**src/rtl/vt512_pkg.sv**
```systemverilog
`default_nettype none
// ===========================================================================
// vt512_pkg : address map, STATUS layout and FSM encoding for vt512_ctrl
// Revision  : 1.0
// ===========================================================================
package vt512_pkg;

   localparam logic [15:0] c_base       = 16'h414E;

   localparam logic [7:0]  c_rgn_ctrl   = 8'h00;
   localparam logic [7:0]  c_rgn_wgt    = 8'h57;
   localparam logic [7:0]  c_rgn_bias   = 8'h42;
   localparam logic [7:0]  c_rgn_img    = 8'h49;

   // Control registers by word index (byte offset >> 2)
   localparam logic [5:0]  c_ofs_ctrl   = 6'd0;
   localparam logic [5:0]  c_ofs_status = 6'd1;
   localparam logic [5:0]  c_ofs_size   = 6'd2;
   localparam logic [5:0]  c_ofs_cnt    = 6'd3;

   localparam int c_st_done = 2;
   localparam int c_st_ovf  = 3;
   localparam int c_st_serr = 4;

   localparam int c_sel_ctrl = 0;
   localparam int c_sel_wgt  = 1;
   localparam int c_sel_bias = 2;
   localparam int c_sel_img  = 3;
   localparam int c_sel_unm  = 4;
   localparam int c_n_sel    = 5;

   localparam int c_reg_ctrl   = 0;
   localparam int c_reg_status = 1;
   localparam int c_reg_size   = 2;
   localparam int c_reg_cnt    = 3;
   localparam int c_n_reg      = 4;

   typedef enum logic [1:0] {
      ST_IDLE = 2'd0,
      ST_LOAD = 2'd1,
      ST_RUN  = 2'd2,
      ST_DONE = 2'd3
   } state_e;

endpackage
`default_nettype wire

```
**src/rtl/vt512_wb_decode.sv**
```systemverilog
`default_nettype none
// ===========================================================================
// vt512_wb_decode : window check plus one-hot region / control-register decode
// Revision        : 1.0
// ===========================================================================
module vt512_wb_decode
   import vt512_pkg::*;
(
   input  logic               cyc_i,
   input  logic               stb_i,
   input  logic [31:0]        adr_i,
   output logic               req_o,
   output logic [c_n_sel-1:0] sel_o,
   output logic [c_n_reg-1:0] creg_o
);

   logic [7:0] w_rgn;
   logic [5:0] w_ofs;
   logic       w_unused;

   assign w_rgn    = adr_i[15:8];
   assign w_ofs    = adr_i[7:2];
   assign w_unused = &{1'b0, adr_i[1:0]};
   assign req_o    = cyc_i & stb_i & (adr_i[31:16] == c_base);

   always_comb begin
      sel_o  = '0;
      creg_o = '0;
      case (w_rgn)
         c_rgn_ctrl: sel_o[c_sel_ctrl] = 1'b1;
         c_rgn_wgt:  sel_o[c_sel_wgt]  = 1'b1;
         c_rgn_bias: sel_o[c_sel_bias] = 1'b1;
         c_rgn_img:  sel_o[c_sel_img]  = 1'b1;
         default:    sel_o[c_sel_unm]  = 1'b1;
      endcase
      // Offsets are only meaningful inside the control region
      if (w_rgn == c_rgn_ctrl) begin
         case (w_ofs)
            c_ofs_ctrl:   creg_o[c_reg_ctrl]   = 1'b1;
            c_ofs_status: creg_o[c_reg_status] = 1'b1;
            c_ofs_size:   creg_o[c_reg_size]   = 1'b1;
            c_ofs_cnt:    creg_o[c_reg_cnt]    = 1'b1;
            default:      ;
         endcase
      end
   end

endmodule
`default_nettype wire

```
**src/rtl/vt512_ctrl.sv**
```systemverilog
`default_nettype none
// ===========================================================================
// vt512_ctrl : Wishbone CSRs, weight/bias write ports, image stream, load/run/done FSM
// Revision   : 1.0
// ===========================================================================
module vt512_ctrl
   import vt512_pkg::*;
#(
   parameter int DATA_WIDTH     = 32,
   parameter int MAX_IMAGE_SIZE = 512,
   parameter int CNT_W          = $clog2(MAX_IMAGE_SIZE*MAX_IMAGE_SIZE) + 1
) (
   input  logic                  wb_clk_i,
   input  logic                  wb_rst_i,
   input  logic                  wbs_stb_i,
   input  logic                  wbs_cyc_i,
   input  logic                  wbs_we_i,
   input  logic [3:0]            wbs_sel_i,
   input  logic [31:0]           wbs_adr_i,
   input  logic [31:0]           wbs_dat_i,
   output logic                  wbs_ack_o,
   output logic [31:0]           wbs_dat_o,
   output logic                  wgt_we,
   output logic [5:0]            wgt_addr,
   output logic [DATA_WIDTH-1:0] wgt_data,
   output logic                  bias_we,
   output logic [5:0]            bias_addr,
   output logic [DATA_WIDTH-1:0] bias_data,
   output logic                  img_valid,
   input  logic                  img_ready,
   output logic [DATA_WIDTH-1:0] img_data,
   output logic                  img_last,
   output logic                  core_start,
   input  logic                  core_done,
   output logic [2:0]            irq
);

   localparam int              c_max_words = MAX_IMAGE_SIZE * MAX_IMAGE_SIZE;
   localparam logic [CNT_W-1:0] c_max_cnt  = CNT_W'(c_max_words);

   logic               w_req;
   logic [c_n_sel-1:0] w_sel;
   logic [c_n_reg-1:0] w_creg;
   logic               w_img_hs, w_accept, w_wr, w_ctrl_wr, w_clear, w_start, w_img_wr, w_last;
   logic               w_unused;
   logic [31:0]        rdata_d;

   state_e                state_q;
   logic                  ack_q, irq_en_q, done_q, overflow_q, size_err_q;
   logic                  irq_done_q, irq_ovf_q, core_start_q;
   logic [31:0]           dat_q;
   logic [CNT_W-1:0]      img_size_q, img_cnt_q;
   logic                  wgt_we_q, bias_we_q, img_valid_q;
   logic [5:0]            wgt_addr_q, bias_addr_q;
   logic [DATA_WIDTH-1:0] wgt_data_q, bias_data_q, img_data_q;

   vt512_wb_decode u_decode (
      .cyc_i  (wbs_cyc_i),
      .stb_i  (wbs_stb_i),
      .adr_i  (wbs_adr_i),
      .req_o  (w_req),
      .sel_o  (w_sel),
      .creg_o (w_creg)
   );

   assign w_unused = &{1'b0, wbs_sel_i};

   // A pending image word blocks further image requests; other accesses still get
   // through so a clear can abort the stalled transfer.
   assign w_img_hs  = img_valid_q & img_ready;
   assign w_accept  = w_req & ~ack_q & ~w_img_hs & ~(img_valid_q & w_sel[c_sel_img]);
   assign w_wr      = w_accept & wbs_we_i;
   assign w_ctrl_wr = w_wr & w_creg[c_reg_ctrl];
   assign w_clear   = w_ctrl_wr & wbs_dat_i[1];
   assign w_start   = w_ctrl_wr & wbs_dat_i[0] & ~wbs_dat_i[1];
   assign w_img_wr  = w_wr & w_sel[c_sel_img];
   assign w_last    = (img_cnt_q == img_size_q - CNT_W'(1));

   always_comb begin
      rdata_d = '0;
      if (w_creg[c_reg_ctrl])   rdata_d = {29'b0, irq_en_q, 2'b0};
      if (w_creg[c_reg_status]) rdata_d = {27'b0, size_err_q, overflow_q, done_q, state_q};
      if (w_creg[c_reg_size])   rdata_d = {{(32-CNT_W){1'b0}}, img_size_q};
      if (w_creg[c_reg_cnt])    rdata_d = {{(32-CNT_W){1'b0}}, img_cnt_q};
   end

   always_ff @(posedge wb_clk_i) begin
      if (wb_rst_i) begin
         state_q      <= ST_IDLE;
         ack_q        <= 1'b0;
         dat_q        <= '0;
         irq_en_q     <= 1'b0;
         done_q       <= 1'b0;
         overflow_q   <= 1'b0;
         size_err_q   <= 1'b0;
         irq_done_q   <= 1'b0;
         irq_ovf_q    <= 1'b0;
         core_start_q <= 1'b0;
         img_size_q   <= '0;
         img_cnt_q    <= '0;
         wgt_we_q     <= 1'b0;
         wgt_addr_q   <= '0;
         wgt_data_q   <= '0;
         bias_we_q    <= 1'b0;
         bias_addr_q  <= '0;
         bias_data_q  <= '0;
         img_valid_q  <= 1'b0;
         img_data_q   <= '0;
      end else begin
         ack_q        <= 1'b0;
         dat_q        <= '0;
         wgt_we_q     <= 1'b0;
         bias_we_q    <= 1'b0;
         irq_ovf_q    <= 1'b0;
         core_start_q <= 1'b0;

         // An image write in LOAD is acked later, after its stream handshake
         if (w_accept) begin
            ack_q <= ~(w_img_wr & (state_q == ST_LOAD));
            if (!wbs_we_i) dat_q <= rdata_d;
         end

         if (w_wr && w_sel[c_sel_wgt]) begin
            wgt_we_q   <= 1'b1;
            wgt_addr_q <= wbs_adr_i[7:2];
            wgt_data_q <= wbs_dat_i[DATA_WIDTH-1:0];
         end
         if (w_wr && w_sel[c_sel_bias]) begin
            bias_we_q   <= 1'b1;
            bias_addr_q <= wbs_adr_i[7:2];
            bias_data_q <= wbs_dat_i[DATA_WIDTH-1:0];
         end

         if (w_img_wr) begin
            if (state_q == ST_LOAD) begin
               img_valid_q <= 1'b1;
               img_data_q  <= wbs_dat_i[DATA_WIDTH-1:0];
            end else begin
               overflow_q <= 1'b1;
               irq_ovf_q  <= irq_en_q;
            end
         end

         if (w_img_hs) begin
            img_valid_q <= 1'b0;
            img_cnt_q   <= img_cnt_q + CNT_W'(1);
            if (w_req && w_sel[c_sel_img] && wbs_we_i && !ack_q) ack_q <= 1'b1;
            if (w_last) begin
               state_q      <= ST_RUN;
               core_start_q <= 1'b1;
            end
         end

         if (w_wr && w_creg[c_reg_size]) begin
            if (wbs_dat_i > 32'(c_max_words)) img_size_q <= c_max_cnt;
            else                              img_size_q <= wbs_dat_i[CNT_W-1:0];
         end

         if (w_ctrl_wr) irq_en_q <= wbs_dat_i[2];
         if (w_start)   irq_done_q <= 1'b0;

         if (state_q == ST_RUN && core_done) begin
            state_q    <= ST_DONE;
            done_q     <= 1'b1;
            irq_done_q <= irq_en_q;
         end

         if (w_start && (state_q == ST_IDLE || state_q == ST_DONE)) begin
            done_q <= 1'b0;
            if (img_size_q == '0) begin
               size_err_q <= 1'b1;
               state_q    <= ST_IDLE;
            end else begin
               img_cnt_q <= '0;
               state_q   <= ST_LOAD;
            end
         end

         if (w_clear) begin
            state_q      <= ST_IDLE;
            img_cnt_q    <= '0;
            done_q       <= 1'b0;
            overflow_q   <= 1'b0;
            size_err_q   <= 1'b0;
            irq_done_q   <= 1'b0;
            irq_ovf_q    <= 1'b0;
            core_start_q <= 1'b0;
            img_valid_q  <= 1'b0;
         end
      end
   end

   assign wbs_ack_o  = ack_q;
   assign wbs_dat_o  = dat_q;
   assign wgt_we     = wgt_we_q;
   assign wgt_addr   = wgt_addr_q;
   assign wgt_data   = wgt_data_q;
   assign bias_we    = bias_we_q;
   assign bias_addr  = bias_addr_q;
   assign bias_data  = bias_data_q;
   assign img_valid  = img_valid_q;
   assign img_data   = img_data_q;
   assign img_last   = img_valid_q & w_last;
   assign core_start = core_start_q;
   assign irq        = {1'b0, irq_ovf_q, irq_done_q};

endmodule
`default_nettype wire

```
**config.mk**
```make
export PLATFORM = sky130hd
export DESIGN_NAME = vt512_ctrl
export DESIGN_NICKNAME = d
export VERILOG_FILES = /design/src/rtl/vt512_pkg.sv /design/src/rtl/vt512_wb_decode.sv /design/src/rtl/vt512_ctrl.sv
export SDC_FILE = /design/constraint.sdc
export NUM_CORES = 1
export LEC_CHECK = 0
export ABC_CLOCK_PERIOD_IN_PS = 4300
export BUFFER_PORTS_ARGS = -buffer_cell sky130_fd_sc_hd__clkbuf_2
export CORE_ASPECT_RATIO = 0.5
export CORE_UTILIZATION = 54
export CTS_BUF_LIST = sky130_fd_sc_hd__clkbuf_8
export DETAILED_ROUTE_END_ITERATION = 8
export GPL_TIMING_DRIVEN = 1
export PLACE_DENSITY = 0.92
export SLEW_MARGIN = 10
export SYNTH_ARGS = -nofsm -noshare
export SYNTH_HDL_FRONTEND = slang
export SYNTH_SLANG_ARGS = --single-unit
```
**constraint.sdc**
```tcl
create_clock -name wb_clk_i -period 4.3 [get_ports wb_clk_i]
set_clock_uncertainty 0.15 [all_clocks]
set_input_delay 0.645 -clock wb_clk_i [delete_from_list [all_inputs] [get_ports wb_clk_i]]
set_output_delay 0.645 -clock wb_clk_i [all_outputs]
set_load 0.005 [all_outputs]
```
## After elaboration in Yosys (flattened, before gate mapping)

Index checks and enable logic that the tools add are counted.
Widths: inputs -> output; s select.

| cells by class | value |
|---|---|
| add/sub/neg operators | 2 |
| multiply operators | 0 |
| div/mod/pow operators | 0 |
| $lt $le $gt $ge | 1 |
| eq/ne operators | 11 |
| shifts and indexed selects | 0 |
| multiplexer cells | 29 |
| bitwise operators | 23 |
| reductions and logical operators | 28 |

Operator list:

| cell | number |
|---|---|
| $mux 19 | 6 |
| $gt 32x19->1 const B | 1 |
| $eq 8x7->1 const B | 3 |
| $add 19x1->19 const B | 1 |
| $eq 19x19->1 | 1 |
| $logic_not 19->1 | 1 |
| $sub 19x1->19 const B | 1 |
| $eq 16x15->1 const B | 1 |
| $mux 1 | 16 |
| $and 1x1->1 | 15 |
| $eq 6x2->1 const B | 2 |
| $reduce_or 3->1 | 4 |
| $logic_and 1x1->1 | 8 |
| $logic_not 8->1 | 1 |
| $mux 2 | 4 |
| $not 1->1 | 8 |
| $reduce_and 2->1 | 4 |
| $eq 6x1->1 const B | 1 |
| $logic_not 6->1 | 1 |
| $reduce_bool 3->1 | 2 |
| $reduce_or 6->1 | 1 |
| $mux 5 | 1 |
| $eq 2x2->1 const B | 2 |
| $mux 4 | 1 |
| other kinds (8) | 8 |

| word-level totals | value |
|---|---|
| register bits | 191 |
| latch bits | 0 |
| bits in writable memories | 0 |
| memory bits (read-only) | 0 |
| input port bits | 75 |
| output and inout bits | 149 |
| word-level logic and storage cells | 115 |
| memories | 0 |

## Longest topological paths before layout

Gate-level depths: netlist of the first run.

| logic depth | value |
|---|---|
| depth after elaboration | 12 |
| gate-level depth with buffers | 10 |
| mapped depth without buffers | 9 |

## Cells and area by module

A second synthesis of the first run with hierarchy kept.

| second synthesis, totals | value |
|---|---|
| cell total of the unflattened synthesis | 984 |
| area total of the unflattened synthesis | 7646.1 µm² |

Modules (own cells, without submodules):

| module | instances | cells an instance | area each (µm²) | seq. area each (µm²) |
|---|---|---|---|---|
| vt512_ctrl | 1 | 959 | 7457.2 | 3563.4 |
| vt512_wb_decode | 1 | 25 | 188.9 | 0.0 |

## Worst setup path after synthesis of the first run

Ideal clock, no wire load.

| timing | value |
|---|---|
| path kind | register to output |
| start point | reg img_size_q[9] |
| end point | out img_last |
| data arrival time | 2500 ps |
| data required time | 3505 ps |
| path slack | 1005 ps |
| stages on the path, launching flop included | 8 |
| buffers on the path | 1 |
| cells stage by stage | dfxtp_1 > or4_1 > buf_2 > or3_4 > nor4_2 > a311oi_1 > or4_4 > nor4b_1 |

| on the way | value |
|---|---|
| word-level cells in the longest chain between the ends | 3 |

Ends and longest elaborated chain:

| element | line | text |
|---|---|---|
| start, declared | vt512_ctrl.sv:52 | `logic [CNT_W-1:0] img_size_q, img_cnt_q;` |
| start signal, assigned | vt512_ctrl.sv:155 | `if (wbs_dat_i > 32'(c_max_words)) img_size_q <= c_max_cnt;` |
| start signal, assigned | vt512_ctrl.sv:156 | `else img_size_q <= wbs_dat_i[CNT_W-1:0];` |
| $sub 19x1->19 | vt512_ctrl.sv:77 | `assign w_last = (img_cnt_q == img_size_q - CNT_W'(1));` |
| $eq 19x19->1 | vt512_ctrl.sv:77 |  |
| $and 1x1->1 | vt512_ctrl.sv:203 | `assign img_last = img_valid_q & w_last;` |
| end, declared | vt512_ctrl.sv:32 | `output logic img_last,` |

Every way passes these cells.

## Worst setup path in the final report of the first run

Same ends and word-level chain as after synthesis.

==> summary.md, run 1 <==
| Metric | Value |
|---|---|
| Status | finished, final reports clean |
| Reg2reg start | img_size_q[9] |
| Setup Fix Bufs, Post-CTS | 0 |
| Crit-path cells | or4_1, or3_4, nor4_2, a311oi_1, or4_4, nor4b_2, clkbuf_2 |
| Post-synthesis simple-gate area fraction | 27.08% |
| Fmax | 241.4 MHz |
| DRC violations left | 0 |
| 1st-pass router iterations | 6 |
| WL per Instance | 15.67 microns |
| Row count | 30 |
| Via/cell ratio | 5.628 |
| Logic pwr share | 3.9% |
| Tmin final | 4.143 ns |
| Post-Layout Inst Area | 9010 sq um |
| Startpoint types | register |
| Warnings, synthesis | 0 |
| Peak supply drop | 0.0002105 V |
| Crit end category | primary output |
| Synth Area in XOR/XNOR | 4.634% |
| I/O Pins | 224 |
| Area growth from synthesis to layout | 19.18% |
| Final WL | 20910 microns |
| Slew @ Worst Pin | 1.074 ns |
| Crit path max fanout | 7 |
| Power density over the cells | 322.9 nW/um^2 |
| Global-route wire length before repair | 33000 microns |
| DP Cell Count | 1303 |
| Syn_area_per_cell | 7.875 sq um |
| Clock Power Share | 39.5% |
| Min-delay src | wbs_adr_i[7] |
| Synth Area in Compound Gates | 12.79% |
| Initial Util | 55.64% |
| Register share of total power | 56.6% |
| CP bufs+invs | 1 |
| Hold Path Class | input pin to register |
| DR iter-0 viols | 596 |
| Async SR Flop Fraction | 0% |
| Mapped Cells | 960 |
| CTS clock-pin slew for the worst setup and hold paths | 0.10 ns |
| Mapped cell area | 7560 sq um |
| Critical Path Start | img_size_q[9] |
| Normalized max-slew margin | 28.13% |
| Mux cell area share after synthesis | 2.450% |
| Layout cells sized above 1 | 22.92% |
| Hold buffer count at cts | 0 |
| Setup_tns | 0 ns |
| Via count | 7513 |
| CTS tree | yes |
| Overall Power | 2.909 mW |
| Crit share post-route | 96.36% |
| Pin count of the biggest net entering global routing | 80 |
| WS Path Type | register to primary output |
| Remaining antenna violation count after routing | 0 |
| Placed cell area | 8600 sq um |
| Vias in the first global route | 6681 |
| CTS H-Tree Depth | 4 |
| Max Slew Vio Count | 0 |
| Net Sw Frac | 25.44% |
| Internal power | 2.169 mW |
| Core region area | 13590 sq um |
| # port buffers | 203 |
| DIE AREA | 14510 sq um |
| RSZ-0062 raised after global routing | no |
| Worst hold slack | 0.2890 ns |
| Leakage power | 3.526 nW |
| Largest family of logic cells by synthesized area | simple AND/OR/NAND/NOR gates |
| Data required, critical path | 3.50 ns |
| Sequential area share after synthesis | 47.14% |
| NetSw | 740.3 uW |
| Max Cap Viol | 0 |
| Initial antenna violation count | 0 |
| Die height | 85.67 microns |
| Post_cts resized | 0 |
| CTS Buffer Depth | 2 |
| N_diodes | 0 |
| Final std cells w/o fill | 1335 |
| Multi-input logic area | 3676 sq um |
| Nets | 1210 |
| Crit-path max cell delay | 0.66 ns |
| Post-synth EDFFs | 0 |
| Final GP Congestion | 0.9591 |
| TritonCTS buffer count | 17 |
| Synth Register Bits | 178 |
| WP data arrival | 3.35 ns |
| CTS root buf | clkbuf_8 |
| GRT Resource Usage Total | 28.80% |
| Grt total ovfl | 0 |
| CP max-delay cell | or4_1 |
| Clk_lat worst skew | 0.45 ns |
| Fillers | 1106 |
| Die width | 169.3 microns |
| Post-synthesis cell type count | 59 |
| Fraction of the mapped netlist area in adder cells | 0.8275% |
| Clock sinks | 178 |
| Dominant synthesized flop cell | dfxtp_1 |
| FF+latch area | 3563 sq um |
| DPL Wire Length | 14710 microns |
| Final setup viols | 0 |
| Final hold violations | 0 |
| CP delay by family, top | simple AND/OR/NAND/NOR gates |
-- final timing paths --
kind	to	slack [ns]	cells past startpoint
setup / recovery	img_last	0.16	7
hold / removal	wgt_addr[5]	0.29	3
setup reg to reg	state_q[1]	0.98	7
hold reg to reg	wgt_data[8]	0.31	2
-- registers in the layout, summed over array words and instances, names as in the netlist, 2 cells and up --
| register | flops |
|---|---|
| wbs_dat_o | 19 |
| state_q | 2 |
| img_size_q | 19 |
| bias_data | 32 |
| wgt_data | 32 |
| img_cnt_q | 19 |
| img_data | 32 |
| wgt_addr | 6 |
| bias_addr | 6 |
-- cell usage after synthesis (3+ instances only) --
library cell | number | share of area [%]
nand2_1 | 263 | 13
dfxtp_1 | 178 | 47
a21oi_1 | 137 | 9.1
nor2_1 | 68 | 3.4
clkbuf_1 | 55 | 2.7
nand3_1 | 41 | 2.7
xnor2_1 | 22 | 2.5
nor3_1 | 20 | 1.3
xor2_1 | 18 | 2.1
nor4_1 | 17 | 1.4
buf_4 | 16 | 1.6
mux2i_1 | 14 | 1.9
inv_1 | 10 | 0.50
and3_1 | 7 | 0.58
nor2b_1 | 6 | 0.50
a31oi_1 | 5 | 0.41
ha_1 | 5 | 0.83
nand4_1 | 5 | 0.41
o21ai_0 | 5 | 0.33
a22oi_1 | 4 | 0.40
nand2b_1 | 4 | 0.33
or3_1 | 4 | 0.33
a311oi_1 | 3 | 0.35
and4_1 | 3 | 0.35
buf_1 | 3 | 0.15
nor4b_1 | 3 | 0.35
or4_1 | 3 | 0.30
-- per-layer routing --
layer / GRT usage [%] / up-vias / wire length, microns
li1: - / 3552 / -
met1: 36.18 / 3495 / 8639
met2: 47.47 / 386 / 9868
met3: 5.030 / 80 / 1527
met4: 16.46 / 0 / 878
met5: 0 / - / 0
-- power groups by stage --
stage,Sequential (mW),Clock (mW),Combinational (mW)
6_report,1.65,1.15,0.114
5_1_grt,1.65,1.24,0.122
4_1_cts,1.65,1.17,0.110
3_5_place_dp,1.69,0,0.110
3_3_place_gp,1.69,0,0.108
2_1_floorplan,1.69,0,0.0543
-- layout make-up --
class | count | area share [%]
tap | 192 | 2.666
sequential | 178 | 39.55
inverter | 10 | 0.4166
timing repair buffer | 213 | 12.14
clock buffer | 17 | 2.597
clock inverter | 15 | 1.833
multi-input combinational | 710 | 40.80
-- cell families (layout without fill, tap and decap cells) --
kind of cell,count (synthesis),count (layout)
AOI/OAI and AO/OA,173,173
xor gates and xnor gates,40,40
adders and majority gates,5,5
buffers and inverters,85,255
DFF,178,178
muxes,17,17
other,1,14
and+or+nand+nor,461,461
-- per-stage QoR --
| step | setup slack [ns] | utilization, % |
|---|---|---|
| global placement | 0.5347 | 63.29 |
| detailed placement | 0.5337 | 63.29 |
| floorplan | 1.005 | - |
| global route | 0.04017 | 66.31 |
| finish | 0.1567 | 66.31 |
| CTS | 0.02602 | 66.22 |
-- worst register-to-register path, cell delays in order (launching register included) --
cell,delay (ns)
dfxtp_1,0.39
or4_1,0.66
or3_4,0.39
nor4_2,0.24
a311oi_1,0.07
or4_4,0.56
or4_4,0.58
a211oi_2,0.19
-- cells in the final DEF, fill, tap and decap left out, types with 6 or more instances in the layout --
master	instances
inv_6	6
a21oi_1	137
nor3_1	19
nor4_1	17
xnor2_1	22
conb_1	14
nor2_1	68
mux2i_1	14
buf_4	11
and3_1	7
nand2_1	263
nand3_1	41
dfxtp_1	178
xor2_1	18
nor2b_1	6
inv_1	10
clkbuf_8	17
clkbuf_2	202
(Power assumes the default switching activity.)
==> run 2, diff against run 1 <==
--- a/config.mk
+++ b/config.mk
@@ -11,7 +11,7 @@
 export CORE_UTILIZATION = 54
 export CTS_BUF_LIST = sky130_fd_sc_hd__clkbuf_8
 export DETAILED_ROUTE_END_ITERATION = 8
-export GPL_TIMING_DRIVEN = 1
+export GPL_TIMING_DRIVEN = 0
 export PLACE_DENSITY = 0.92
 export SLEW_MARGIN = 10
 export SYNTH_ARGS = -nofsm -noshare
==> summary.md, run 2 (synthesized netlist as in run 1, its figures left out) <==
| Metric | Value |
|---|---|
| Status | finished, final reports clean |
| Crit share post-route | 96.70% (+0.35 points) |
| Global-route wire length before repair | 35370 microns (+7.2%) |
| Grt total ovfl | 0 (unchanged) |
| Final setup viols | 0 (unchanged) |
| Via/cell ratio | 5.644 (+0.30%) |
| Initial Util | 55.64% (unchanged) |
| Net Sw Frac | 27.51% (+2.1 points) |
| Final GP Congestion | 0.9251 (-3.5%) |
| Nets | 1273 (+5.2%) |
| Top sig layer | met4 |
| DRC violations left | 0 (unchanged) |
| Hold Path Class | input pin to register |
| Leakage power | 3.666 nW (+4.0%) |
| Initial antenna violation count | 0 (unchanged) |
| Clock Power Share | 40.1% (+0.6 points) |
| 1st-pass router iterations | 5 (-1) |
| Final WL | 23140 microns (+11%) |
| RSZ-0062 raised after global routing | no |
| Startpoint types | register |
| Peak supply drop | 0.0002218 V (+5.4%) |
| Most common cell after layout, fill and taps aside | nand2_1 |
| Pin count of the biggest net entering global routing | 21 (-74%) |
| I/O Pins | 224 (unchanged) |
| Internal power | 2.159 mW (-0.47%) |
| DR iter-0 viols | 878 (+47%) |
| Clk_lat worst skew | 0.48 ns (+0.03 ns) |
| CTS root buf | clkbuf_8 |
| Final std cells w/o fill | 1398 (+4.7%) |
| Multi-input logic area | 3685 sq um (+0.24%) |
| Core region area | 13590 sq um (unchanged) |
| Via count | 7891 (+5.0%) |
| WP data arrival | 3.36 ns (about the same) |
| Fmax | 240.5 MHz (-0.36%) |
| Max Cap Viol | 0 (unchanged) |
| Tmin final | 4.158 ns (+0.01484 ns) |
| Fillers | 1088 (-1.6%) |
| DIE AREA | 14510 sq um (unchanged) |
| FF+latch area | 3563 sq um (unchanged) |
| NetSw | 819.3 uW (+11%) |
| WL per Instance | 16.55 microns (+5.7%) |
| TritonCTS buffer count | 17 (unchanged) |
| Final hold violations | 0 (unchanged) |
| Layout cells sized above 1 | 22.14% (-0.78 points) |
| GRT Resource Usage Total | 31.25% (+2.4 points) |
| CTS H-Tree Depth | 4 (unchanged) |
| Crit path max fanout | 7 (unchanged) |
| Vias in the first global route | 7085 (+6.0%) |
| Die width | 169.3 microns (unchanged) |
| Power density over the cells | 320.1 nW/um^2 (-0.86%) |
| Logic pwr share | 4.6% (+0.7 points) |
| CTS clock-pin slew for the worst setup and hold paths | 0.12 ns (+0.02 ns) |
| DPL Wire Length | 16860 microns (+15%) |
| Area growth from synthesis to layout | 23.06% |
| Crit end category | primary output |
| Met1 wire length | 9139 microns (+5.8%) |
| Data required, critical path | 3.50 ns (about the same) |
| WS Path Type | register to primary output |
| N_diodes | 0 (unchanged) |
| Row count | 30 (unchanged) |
| # port buffers | 201 (-0.99%) |
| DP Cell Count | 1366 (+4.8%) |
| Overall Power | 2.978 mW (+2.4%) |
| Remaining antenna violation count after routing | 0 (unchanged) |
| Register share of total power | 55.3% (-1.3 points) |
| Most frequent cells in the layout | nand2_1, clkbuf_2, dfxtp_1 |
| Routed met2 length | 10730 microns (+8.8%) |
| CTS Buffer Depth | 2 (unchanged) |
| Clock sinks | 178 (unchanged) |
| Setup_tns | 0 ns (unchanged) |
| Slew @ Worst Pin | 1.017 ns (-0.05706 ns) |
| Met3 WL | 2288 microns (+50%) |
| Hold buffer count at cts | 0 (unchanged) |
| Max Slew Vio Count | 0 (unchanged) |
| Die height | 85.67 microns (unchanged) |
| CTS tree | yes |
| Normalized max-slew margin | 31.57% (+3.4 points) |
==> run 2: cell types whose count changed in the layout (fill, tap and decap cells not counted), moves of 2 or more <==
cell / before / now
inv_8: 3 / 5
clkinv_8: 1 / 6
clkbuf_1: 0 / 55
inv_6: 6 / 2
buf_4: 11 / 16
buf_1: 0 / 3
clkinvlp_4: 2 / 0
==> run 2: path summary, 6_finish.rpt <==
kind	start	endpoint	slack (ns)	cells after the start
worst max-delay path	img_size_q[9]	img_last	0.14	8
worst min-delay path	wbs_adr_i[4]	wgt_addr[2]	0.26	3
worst max register to register	img_size_q[9]	state_q[1]	0.89	8
worst min register to register	wgt_data[23]	wgt_data[23]	0.31	2
==> run 2: cell type report <==
class                           count  area share [%]
Buffer                             75           3.685
Clock buffer                       18           2.663
Clock inverter                     14           1.937
Inverter                           10          0.4035
Multi-Input combinational cell    710           39.61
Sequential cell                   178           38.31
Tap cell                          192           2.582
Timing Repair Buffer              201           10.81
==> run 2: routing by layer <==
layer | vias to the layer above | track usage [%]
li1 | 3687 | -
met1 | 3653 | 39.21
met2 | 458 | 50.84
met3 | 93 | 7.522
met4 | 0 | 15.72
met5 | - | 0
==> run 2: worst max-delay path: stages, from the launching register on <==
cell	delay (ns)
dfxtp_1	0.39
or4_1	0.50
buf_2	0.17
or3_4	0.35
nor4_2	0.29
a311oi_1	0.08
or4_4	0.58
nor4b_4	0.34
clkbuf_2	0.16
==> run 2: per-stage QoR <==
stage | setup WS, ns | hold WS (ns) | instance area [sq um] | util [%]
3_5_place_dp | 0.3048 | 0.2932 | 8855 | 65.17
5_1_grt | 0.03368 | 0.2618 | 9303 | 68.46
4_1_cts | 0.1310 | 0.2496 | 9294 | 68.40
6_report | 0.1418 | 0.2563 | 9303 | 68.46
3_3_place_gp | 0.3428 | 0.2883 | 8855 | 65.17
2_1_floorplan | 1.005 | 0.2829 | 7609 | -
==> run 2: power groups by stage <==
stage                     Clock, mW  Sequential [mW]  Combinational [mW]
after floorplan                   0             1.69              0.0543
after CTS                      1.19             1.65               0.131
after detailed placement          0             1.69               0.130
after global placement            0             1.69               0.129
final                          1.19             1.65               0.136
after global routing           1.26             1.65               0.144
==> run 2: repair_timing <==
item | 4_1_cts | 5_1_grt
gates resized for setup | 2 | 1
buffers inserted | 0 | 0
setup endpoints to repair | 1 | 1
